### src/rtl/mem_bus_unit_if.sv
// mem_bus_unit_if: request/response handshake plus memory-side beat bus.
// slave = the bus unit, master = its requester/memory environment.
interface mem_bus_unit_if #(
  parameter int ADDR_W = 16,
  parameter int DATA_W = 8
);
  logic                  req_valid;
  logic                  req_ready;
  logic                  req_we;
  logic                  req_wide;
  logic                  req_hipage;
  logic [ADDR_W-1:0]     req_addr;
  logic [2*DATA_W-1:0]   req_wdata;
  logic                  rsp_valid;
  logic                  rsp_ready;
  logic [2*DATA_W-1:0]   rsp_rdata;
  logic [ADDR_W-1:0]     mem_addr;
  logic                  mem_re;
  logic                  mem_we;
  logic [DATA_W-1:0]     mem_wdata;
  logic [DATA_W-1:0]     mem_rdata;
  logic                  mem_ready;

  modport slave (
    input  req_valid, req_we, req_wide, req_hipage,
    input  req_addr, req_wdata, rsp_ready,
    input  mem_rdata, mem_ready,
    output req_ready, rsp_valid, rsp_rdata,
    output mem_addr, mem_re, mem_we, mem_wdata
  );

  modport master (
    output req_valid, req_we, req_wide, req_hipage,
    output req_addr, req_wdata, rsp_ready,
    output mem_rdata, mem_ready,
    input  req_ready, rsp_valid, rsp_rdata,
    input  mem_addr, mem_re, mem_we, mem_wdata
  );
endinterface

### src/rtl/mem_bus_unit.sv
// mem_bus_unit: one/two-beat memory access sequencer with wait states.
// Optional MEM_BUS_UNIT_WRAP_CHECK_EN adds rsp_wrap (beat-1 address wrap flag).
module mem_bus_unit #(
  parameter int         ADDR_W      = 16,
  parameter int         DATA_W      = 8,
  parameter int         WAIT_STATES = 0,
  parameter logic [7:0] HIGH_PAGE   = 8'hFF
) (
  input  logic          clk,
  input  logic          rst,
  mem_bus_unit_if.slave bus
`ifdef MEM_BUS_UNIT_WRAP_CHECK_EN
  ,
  output logic          rsp_wrap
`endif
);

  typedef enum logic [1:0] {
    IDLE, BEAT0, BEAT1, RESP
  } state_e;

  localparam logic [3:0] WS = 4'(WAIT_STATES);

  state_e              state_q, state_d;
  logic                we_q, we_d;
  logic                wide_q, wide_d;
  logic                hip_q, hip_d;
  logic [ADDR_W-1:0]   addr_q, addr_d;
  logic [ADDR_W-1:0]   addr_inc, req_addr_c;
  logic [2*DATA_W-1:0] wdata_q, wdata_d;
  logic [2*DATA_W-1:0] rdata_q, rdata_d;
  logic [3:0]          cnt_q, cnt_d;
  logic                in_beat, done, accept;

  assign in_beat = (state_q == BEAT0) || (state_q == BEAT1);
  assign done    = in_beat && (cnt_q == WS) && bus.mem_ready;
  assign accept  = (state_q == IDLE) && bus.req_valid;

  assign req_addr_c = bus.req_hipage
    ? ADDR_W'({HIGH_PAGE, bus.req_addr[7:0]})
    : bus.req_addr;

  // High-page accesses stay inside their 256-byte page.
  always_comb begin
    addr_inc = addr_q + ADDR_W'(1);
    if (hip_q) begin
      addr_inc = {addr_q[ADDR_W-1:8], addr_q[7:0] + 8'd1};
    end
  end

  always_ff @(posedge clk or negedge rst) begin
    if (!rst) state_q <= IDLE;
    else      state_q <= state_d;
  end

  always_comb begin
    state_d = state_q;
    case (state_q)
      IDLE:    if (bus.req_valid) state_d = BEAT0;
      BEAT0:   if (done) state_d = wide_q ? BEAT1 : RESP;
      BEAT1:   if (done) state_d = RESP;
      RESP:    if (bus.rsp_ready) state_d = IDLE;
      default: state_d = IDLE;
    endcase
  end

  always_comb begin
    we_d    = we_q;
    wide_d  = wide_q;
    hip_d   = hip_q;
    addr_d  = addr_q;
    wdata_d = wdata_q;
    rdata_d = rdata_q;
    cnt_d   = cnt_q;
    if (accept) begin
      we_d    = bus.req_we;
      wide_d  = bus.req_wide;
      hip_d   = bus.req_hipage;
      addr_d  = req_addr_c;
      wdata_d = bus.req_wdata;
      rdata_d = '0;
      cnt_d   = '0;
    end else if (in_beat) begin
      // Counter saturates at WS while waiting on mem_ready.
      if (done)              cnt_d = '0;
      else if (cnt_q != WS)  cnt_d = cnt_q + 4'd1;
      if (done && !we_q) begin
        if (state_q == BEAT0) rdata_d[DATA_W-1:0] = bus.mem_rdata;
        else rdata_d[2*DATA_W-1:DATA_W] = bus.mem_rdata;
      end
      if (done && (state_q == BEAT0) && wide_q) addr_d = addr_inc;
    end
  end

  always_ff @(posedge clk or negedge rst) begin
    if (!rst) begin
      we_q    <= 1'b0;
      wide_q  <= 1'b0;
      hip_q   <= 1'b0;
      addr_q  <= '0;
      wdata_q <= '0;
      rdata_q <= '0;
      cnt_q   <= '0;
    end else begin
      we_q    <= we_d;
      wide_q  <= wide_d;
      hip_q   <= hip_d;
      addr_q  <= addr_d;
      wdata_q <= wdata_d;
      rdata_q <= rdata_d;
      cnt_q   <= cnt_d;
    end
  end

  always_comb begin
    bus.req_ready = (state_q == IDLE);
    bus.rsp_valid = (state_q == RESP);
    bus.rsp_rdata = rdata_q;
    bus.mem_re    = in_beat && !we_q;
    bus.mem_we    = in_beat && we_q;
    bus.mem_addr  = in_beat ? addr_q : '0;
    bus.mem_wdata = '0;
    if (state_q == BEAT0) bus.mem_wdata = wdata_q[DATA_W-1:0];
    if (state_q == BEAT1) bus.mem_wdata = wdata_q[2*DATA_W-1:DATA_W];
  end

`ifdef MEM_BUS_UNIT_WRAP_CHECK_EN
  logic wrap_q, wrap_d;

  always_comb begin
    wrap_d = wrap_q;
    if (accept) begin
      wrap_d = 1'b0;
    end else if ((state_q == BEAT0) && done && wide_q) begin
      wrap_d = hip_q ? (&addr_q[7:0]) : (&addr_q);
    end
  end

  always_ff @(posedge clk or negedge rst) begin
    if (!rst) wrap_q <= 1'b0;
    else      wrap_q <= wrap_d;
  end

  assign rsp_wrap = (state_q == RESP) && wrap_q;
`endif

endmodule

### src/flat_wrapper.sv
// flat-port wrapper written by rule: the top's interface ports become plain ports
module mem_bus_unit_flat 
#(
  parameter int         ADDR_W      = 16,
  parameter int         DATA_W      = 8,
  parameter int         WAIT_STATES = 0,
  parameter logic [7:0] HIGH_PAGE   = 8'hFF
)
  (clk, rst, bus_req_valid, bus_req_we, bus_req_wide, bus_req_hipage, bus_req_addr, bus_req_wdata, bus_rsp_ready, bus_mem_rdata, bus_mem_ready, bus_req_ready, bus_rsp_valid, bus_rsp_rdata, bus_mem_addr, bus_mem_re, bus_mem_we, bus_mem_wdata);
  mem_bus_unit_if #(.ADDR_W(ADDR_W), .DATA_W(DATA_W)) bus_i ();
  input  logic clk;
  input  logic rst;
  input wire logic [$bits(bus_i.req_valid)-1:0] bus_req_valid;
  input wire logic [$bits(bus_i.req_we)-1:0] bus_req_we;
  input wire logic [$bits(bus_i.req_wide)-1:0] bus_req_wide;
  input wire logic [$bits(bus_i.req_hipage)-1:0] bus_req_hipage;
  input wire logic [$bits(bus_i.req_addr)-1:0] bus_req_addr;
  input wire logic [$bits(bus_i.req_wdata)-1:0] bus_req_wdata;
  input wire logic [$bits(bus_i.rsp_ready)-1:0] bus_rsp_ready;
  input wire logic [$bits(bus_i.mem_rdata)-1:0] bus_mem_rdata;
  input wire logic [$bits(bus_i.mem_ready)-1:0] bus_mem_ready;
  output wire logic [$bits(bus_i.req_ready)-1:0] bus_req_ready;
  output wire logic [$bits(bus_i.rsp_valid)-1:0] bus_rsp_valid;
  output wire logic [$bits(bus_i.rsp_rdata)-1:0] bus_rsp_rdata;
  output wire logic [$bits(bus_i.mem_addr)-1:0] bus_mem_addr;
  output wire logic [$bits(bus_i.mem_re)-1:0] bus_mem_re;
  output wire logic [$bits(bus_i.mem_we)-1:0] bus_mem_we;
  output wire logic [$bits(bus_i.mem_wdata)-1:0] bus_mem_wdata;
  assign bus_i.req_valid = bus_req_valid;
  assign bus_i.req_we = bus_req_we;
  assign bus_i.req_wide = bus_req_wide;
  assign bus_i.req_hipage = bus_req_hipage;
  assign bus_i.req_addr = bus_req_addr;
  assign bus_i.req_wdata = bus_req_wdata;
  assign bus_i.rsp_ready = bus_rsp_ready;
  assign bus_i.mem_rdata = bus_mem_rdata;
  assign bus_i.mem_ready = bus_mem_ready;
  assign bus_req_ready = bus_i.req_ready;
  assign bus_rsp_valid = bus_i.rsp_valid;
  assign bus_rsp_rdata = bus_i.rsp_rdata;
  assign bus_mem_addr = bus_i.mem_addr;
  assign bus_mem_re = bus_i.mem_re;
  assign bus_mem_we = bus_i.mem_we;
  assign bus_mem_wdata = bus_i.mem_wdata;
  mem_bus_unit #(.ADDR_W(ADDR_W), .DATA_W(DATA_W), .WAIT_STATES(WAIT_STATES), .HIGH_PAGE(HIGH_PAGE)) u_core (.clk(clk), .rst(rst), .bus(bus_i));
endmodule
### config.mk
export PLATFORM = sky130hd
export DESIGN_NAME = mem_bus_unit_flat
export DESIGN_NICKNAME = d
export VERILOG_FILES = /design/src/rtl/mem_bus_unit_if.sv /design/src/rtl/mem_bus_unit.sv /design/src/flat_wrapper.sv
export SDC_FILE = /design/constraint.sdc
export NUM_CORES = 1
export LEC_CHECK = 0
export CORE_AREA = 10 10 88 90
export CTS_CLUSTER_SIZE = 28
export DETAILED_ROUTE_END_ITERATION = 8
export DIE_AREA = 0 0 98 100
export PLACE_DENSITY = 0.85
export SYNTH_ARGS = -nofsm -noshare
export SYNTH_HDL_FRONTEND = slang
export SYNTH_SLANG_ARGS = --single-unit
### constraint.sdc
create_clock -name clk -period 6.23 [get_ports clk]
set_input_delay 0.9345 -clock clk [delete_from_list [all_inputs] [get_ports clk]]
set_output_delay 0.9345 -clock clk [all_outputs]
set_load 0.05 [all_outputs]
==> results of run 1 <==
==> routing by layer <==
layer  track usage, %  up-vias
li1                 -     1310
met1             18.7     1265
met2             26.8      112
met3             8.17       12
met4             5.37        0
met5                0        -
==> cell usage after synthesis, types with 2 or more instances <==
cell      number
and3_1         2
ha_1           9
nand2_1       89
inv_1          7
nor2b_1        2
nor2_1        11
o311ai_0       2
o31ai_1        3
a31oi_1        6
o211ai_1       2
nand3_1       10
or4_1          4
nor4_1         3
nor3_1        10
and2_1        26
a21oi_1        2
nand4_1        5
nand2b_1       2
o31a_1         2
mux2_2        17
mux2i_1        2
dfrtp_1       57
clkbuf_1      16
o21ai_0       20
or3_1          2
xor2_1         2
and4_1         3
xnor2_1        4
==> through the flow <==
stage | cells | power (mW)
after floorplan | 332 | 1.84
after global placement | 485 | 2.34
after detailed placement | 485 | 2.39
after CTS | 501 | 2.82
after global routing | 501 | 2.97
final | 501 | 2.80
==> cell type report <==
class,instances,area share [%]
tap,77,2.29
inverter,7,0.626
clock inverter,5,2.44
sequential,57,34.0
clock buffer,11,3.37
multi-input combinational,250,35.2
timing repair buffer,94,22.1
==> placed cells by master (no fill, tap or decap), drive strengths merged, types with 2 or more instances in the layout <==
master	instances
nand4	5
dfrtp	57
nor2b	2
nand3	10
o21ai	20
o31ai	3
ha	9
and4	3
and3	2
clkdlybuf4s50	90
xor2	2
bufinv	3
xnor2	4
clkbuf	11
a21oi	2
buf	4
o31a	2
nand2	89
nand2b	2
a31oi	6
mux2i	2
nor3	10
inv	7
or3	3
o311ai	2
o211ai	2
nor2	11
nor4	3
and2	26
or4	4
mux2	17
==> path summary, 6_finish.rpt <==
check	to	cells past startpoint
min in group asynchronous	u_core.addr_q[6]	2
min	u_core.wdata_q[7]	2
max reg2reg	u_core.addr_q[12]	6
max in group asynchronous	u_core.cnt_q[0]	2
max	bus_mem_re	4
min reg2reg	u_core.wdata_q[7]	2
==> logic make-up after synthesis <==
| group | Yosys count | share of synthesized area [%] |
|---|---|---|
| AO/OA/AOI/OAI | 42 | 8.84 |
| adder cells (fa/ha/maj) | 9 | 3.75 |
| XOR/XNOR | 6 | 1.75 |
| buffers and inverters | 25 | 3.17 |
| flip-flops | 57 | 47.5 |
| AND/OR/NAND/NOR | 174 | 27.9 |
| multiplexers | 19 | 7.05 |
==> critical path, stage by stage (launching register included) <==
cell,delay (ns)
dfrtp_1,0.43
inv_1,0.12
ha_1,0.72
nor2b_1,0.30
clkdlybuf4s50_1,0.85
==> flip-flops by register name, summed over array words and instances, names as in the netlist <==
register	count
u_core.bus.rsp_rdata	16
u_core.wide_q	1
u_core.state_q	2
u_core.addr_q	16
u_core.cnt_q	4
u_core.wdata_q	16
u_core.hip_q	1
u_core.we_q	1
==> power by group through the flow <==
stage                     sequential (mW)  clock (mW)  combinational, mW
after floorplan                     0.842           0              0.997
after global placement              0.688           0               1.66
after detailed placement            0.698           0               1.69
after CTS                           0.695       0.428               1.70
after global routing                0.722       0.443               1.80
final                               0.698       0.424               1.68
==> summary.md, run 1 <==
| Metric | Value |
|---|---|
| Outcome | completed |
| Distinct cell type count after synthesis | 40 |
| Clock Latency Late Sink | 0.34 ns |
| Tightest Pin Transition | 0.876 ns |
| Setup WS pre-CTS | 2.89 ns |
| Cell Pwr Density | 667 mW/mm2 |
| Total Wirelength | 8.19 mm |
| CP Data Required Time | 5.30 ns |
| Post-layout util | 68.5% |
| Crit path arrival time | 2.77 ns |
| Seq cells post-synth | 57 |
| # Max-Cap Violations | 0 |
| RePlAce Congestion | 0.834 |
| Comb power frac | 59.9% |
| Antenna violations before repair | 0 |
| Fin. max-slew vios | 0 |
| IO Count | 92 |
| Input/output buffers | 91 |
| Post-route ant nets | 0 |
| Cts hold-fix bufs | 0 |
| Filler cells | 486 |
| Ys Warns | 0 |
| Rows | 29 |
| H-tree level count | 3 |
| Synth area leader | dfrtp_1 |
| Clk network pwr share | 15.1% |
| Reg2Reg Setup Slack | 3.27 ns |
| TritonCTS clock tree | done |
| CTS clock-pin slew for the worst setup and hold paths | 0.07 ns |
| Max Used Layer | met4 |
| Ant. Diodes | 0 |
| Max VDD drop | 531 uV |
| Worst hold path type | reg2reg |
| Ys async rst share | 100% |
| Pleak | 1.79 nW |
| Clock buffer depth | 2 |
| Metal1 wirelength | 3.46 mm |
| Routed len/inst | 16.3 um |
| Syn Area/Cell | 9.04 um2 |
| CTS sink count | 57 |
| Post-CTS Setup Bufs | 0 |
| First-pass GRT wire length | 13.5 mm |
| Hold WS | 0.480 ns |
| DP Area | 0.00396 mm2 |
| CTS Buf Count | 9 |
| Switching part of the total power | 49.1% |
| Post-DP HPWL | 5.85 mm |
| EDFF count, synth | 0 |
| Share of the synthesized area in the top cell type | 47.5% |
| Final min period | 3.71 ns |
| R2r startpoint | u_core.state_q[1] |
| Mapped Cells | 332 |
| Nets | 476 |
| Synth top area cells | dfrtp_1, nand2_1, mux2_2 |
| Die Ht | 100 um |
| Crit share post-route | 59.5% |
| Relative slew slack | 41.3% |
| Layout area overhead | 40.0% |
| Metal3 WL | 830 um |
| Layout Skew | 0.00804 ns |
| Predominant post-synthesis flop cell | dfrtp_1 |
| Die Span X | 98 um |
| CP startpoint | u_core.state_q[1] |
| Routed wl met2 | 3.79 mm |
| Internal power | 1.43 mW |
| Core region area | 0.00613 mm2 |
| Initial DRC Count | 102 |
| Design Area, Final | 0.00420 mm2 |
| Net Sw Power | 1.38 mW |
| Setup crit end kind | output port |
| Root Driver | clkbuf_8 |
| Max Clk Rate | 270 MHz |
| Detailed Routing Iterations Pass 1 | 4 |
| Remaining global-route overflow | 0 |
| Layout cells sized above 1 | 9.20% |
| Crit path launch type | flip-flop |
| DRC viols | 0 |
| Final Hold Vio Count | 0 |
| Syn nets | 389 |
| Initial Util | 48.9% |
| Vias/cell | 5.39 |
| Kind of critical path | reg2out |
| Hold path startpoint | u_core.wdata_q[7] |
| Largest fanout on the critical path | 27 |
| Register Area | 0.00143 mm2 |
| Worst setup margin | 2.52 ns |
| Mapped Area | 0.00300 mm2 |
| Vias | 2699 |
| Number of global-route vias before repair | 2783 |
| Multi-input gate area | 0.00148 mm2 |
| Setup TNS | 0 ns |
| RSZ-0062 raised after global routing | false |
| Sequential share of power | 24.9% |
| Register area share after synthesis | 47.5% |
| Resized Gates After CTS | 0 |
| Die Area | 0.00980 mm2 |
| Gr usage total | 16.5% |
| Final setup viols | 0 |
| Pin count of the biggest net entering global routing | 58 |
No activity file was read; power rests on OpenSTA's default activity.
==> run 2: changes to the inputs <==
- CORE_AREA: 10 10 88 90 -> 10 10 91 93
- DIE_AREA: 0 0 98 100 -> 0 0 101 103
- PLACE_DENSITY: 0.85 -> 0.79
- clock period: 6.23 -> 3.77 ns (I/O delays scaled with it)
==> run 2 against run 1 <==
  * Utilization down 4.4 points
  * Critical path depth unchanged
  * Highest routed layer unchanged
  * Power increased by 63%
  * Via count fell by 0.37%
  * First-iteration DRC count increased by 32%
==> summary.md, run 2 (same netlist as run 1, synthesis figures left out) <==
| Metric | Value |
|---|---|
| Outcome | completed (unchanged) |
| Vias/cell | 5.30 (was 5.39) |
| CTS sink count | 57 (unchanged) |
| Die Ht | 103 um (was 100 um) |
| TritonCTS clock tree | done (unchanged) |
| Kind of critical path | reg2out (unchanged) |
| Layout Skew | 0.0101 ns (was 0.00804 ns) |
| CP Data Required Time | 3.20 ns (was 5.30 ns) |
| Cts hold-fix bufs | 0 (unchanged) |
| Initial DRC Count | 135 (was 102) |
| Pin count of the biggest net entering global routing | 43 (was 58) |
| Post-route ant nets | 0 (unchanged) |
| Gr usage total | 15.8% (was 16.5%) |
| Die Area | 0.0104 mm2 (was 0.00980 mm2) |
| Fin. max-slew vios | 0 (unchanged) |
| Clock buffer depth | 2 (unchanged) |
| # Max-Cap Violations | 0 (unchanged) |
| Nets | 479 (was 476) |
| Remaining global-route overflow | 0 (unchanged) |
| Input/output buffers | 91 (unchanged) |
| Core region area | 0.00657 mm2 (was 0.00613 mm2) |
| Register Area | 0.00143 mm2 (unchanged) |
| Rows | 30 (was 29) |
| Initial Util | 45.7% (was 48.9%) |
| RePlAce Congestion | 0.804 (was 0.834) |
| Fin cells | 507 (was 501) |
| Number of global-route vias before repair | 2700 (was 2783) |
| Final Hold Vio Count | 0 (unchanged) |
| Layout cells sized above 1 | 10.1% (was 9.20%) |
| Crit share post-route | 88.8% |
| H-tree level count | 3 (unchanged) |
| Worst hold path type | in2async (was reg2reg) |
| Total Wirelength | 8.10 mm (was 8.19 mm) |
| Die Span X | 101 um (was 98 um) |
| Commonest cells after routing, fill and taps aside | clkdlybuf4s50_1, nand2_1, dfrtp_1, and2_1, o21ai_0 (unchanged) |
| CTS clock-pin slew for the worst setup and hold paths | 0.07 ns (about the same) |
| Placed Cells incl. Taps | 491 (was 485) |
| Detailed Routing Iterations Pass 1 | 4 (unchanged) |
| Clock Latency Late Sink | 0.33 ns (was 0.34 ns) |
| Multi-input gate area | 0.00148 mm2 (unchanged) |
| Antenna violations before repair | 0 (unchanged) |
| Setup crit end kind | output port (unchanged) |
| Crit path launch type | flip-flop (unchanged) |
| Layout area overhead | 40.3% (was 40.0%) |
| Max Clk Rate | 299 MHz |
| Largest fanout on the critical path | 27 (unchanged) |
| Routed len/inst | 16.0 um (was 16.3 um) |
| First-pass GRT wire length | 13.3 mm (was 13.5 mm) |
| Tightest Pin Transition | 0.801 ns (was 0.876 ns) |
| FF-to-FF End | u_core.addr_q[14] (was u_core.addr_q[12]) |
| RSZ-0062 raised after global routing | false (unchanged) |
| R2r startpoint | u_core.state_q[0] (was u_core.state_q[1]) |
| Final min period | 3.35 ns |
| Post-CTS Setup Bufs | 0 (unchanged) |
| IO Count | 92 (unchanged) |
| CTS Buf Count | 9 (unchanged) |
| Post-DP HPWL | 5.92 mm (was 5.85 mm) |
| Pleak | 1.80 nW (was 1.79 nW) |
| Reg2Reg Setup Slack | 0.85 ns (was 3.27 ns) |
| Relative slew slack | 46.6% (was 41.3%) |
| Ant. Diodes | 0 (unchanged) |
| Max VDD drop | 996 uV (was 531 uV) |
| Setup TNS | 0 ns (unchanged) |
| Commonest non-fill, non-tap cell in the layout | clkdlybuf4s50_1 (unchanged) |
| Filler cells | 544 (was 486) |
| CP startpoint | u_core.state_q[0] (was u_core.state_q[1]) |
| DRC viols | 0 (unchanged) |
| Vias | 2689 (was 2699) |
| R2R cell count | 6 (unchanged) |
| Cell Pwr Density | 1090 mW/mm2 (was 667 mW/mm2) |
| Resized Gates After CTS | 0 (unchanged) |
| Crit path arrival time | 2.78 ns (was 2.77 ns) |
| Root Driver | clkbuf_8 (unchanged) |
| Final setup viols | 0 (unchanged) |
[run 2: cell count changes in the layout (fill, tap and decap cells not counted), sizes merged]
cell    delta
buf        +3
bufinv     -1
clkbuf     -1
clkinv     +1
inv        +1
[run 2: through the flow]
stage	power [mW]	cell area (um2)	hold slack (ns)	utilization [%]	setup slack, ns
2_1_floorplan	3.04	3000	0.270	-	0.866
3_3_place_gp	3.90	3980	0.459	60.6	0.920
3_5_place_dp	3.96	3980	0.463	60.6	0.786
4_1_cts	4.63	4210	0.342	64.1	0.421
5_1_grt	4.88	4210	0.363	64.1	0.286
6_report	4.58	4210	0.325	64.1	0.423
[run 2: power by group]
group	switching (mW)	total, mW	internal [mW]
clock	0.254	0.646	0.392
combinational	1.78	2.78	1.01
sequential	0.239	1.15	0.908
total	2.27	4.58	2.31
[run 2: routing by layer]
| layer | vias up | part of all wire (%) | global-route usage (%) |
|---|---|---|---|
| li1 | 1311 | - | - |
| met1 | 1278 | 42 | 18.5 |
| met2 | 97 | 46 | 24.9 |
| met3 | 3 | 11 | 7.91 |
| met4 | 0 | 0.47 | 4.82 |
| met5 | - | 0 | 0 |
[run 2: worst max-delay path by stage]
stage	to	slack, ns
floorplan	u_core.bus.rsp_rdata[10]	0.87
global placement	bus_mem_re	0.92
detailed placement	bus_mem_re	0.79
CTS	bus_mem_re	0.42
global route	bus_mem_re	0.29
finish	bus_mem_re	0.42
[run 2: critical path, cell delays in order, from the launching register on]
cell and delay (ns):
dfrtp_1 0.43, inv_1 0.12, ha_1 0.74, nor2b_1 0.31, clkdlybuf4s50_1 0.85
[run 2: cell type report]
cell class | count | area share, %
Clock buffer | 10 | 3.27
Clock inverter | 6 | 2.14
Inverter | 7 | 0.624
Multi-Input combinational cell | 250 | 35.1
Sequential cell | 57 | 33.9
Tap cell | 80 | 2.38
Timing Repair Buffer | 97 | 22.6
==> run 3: changes to the inputs <==
- CAP_MARGIN: not set -> 10
==> results of run 3 <==
The final DEF is identical to that of run 2; final timing and power are the same.
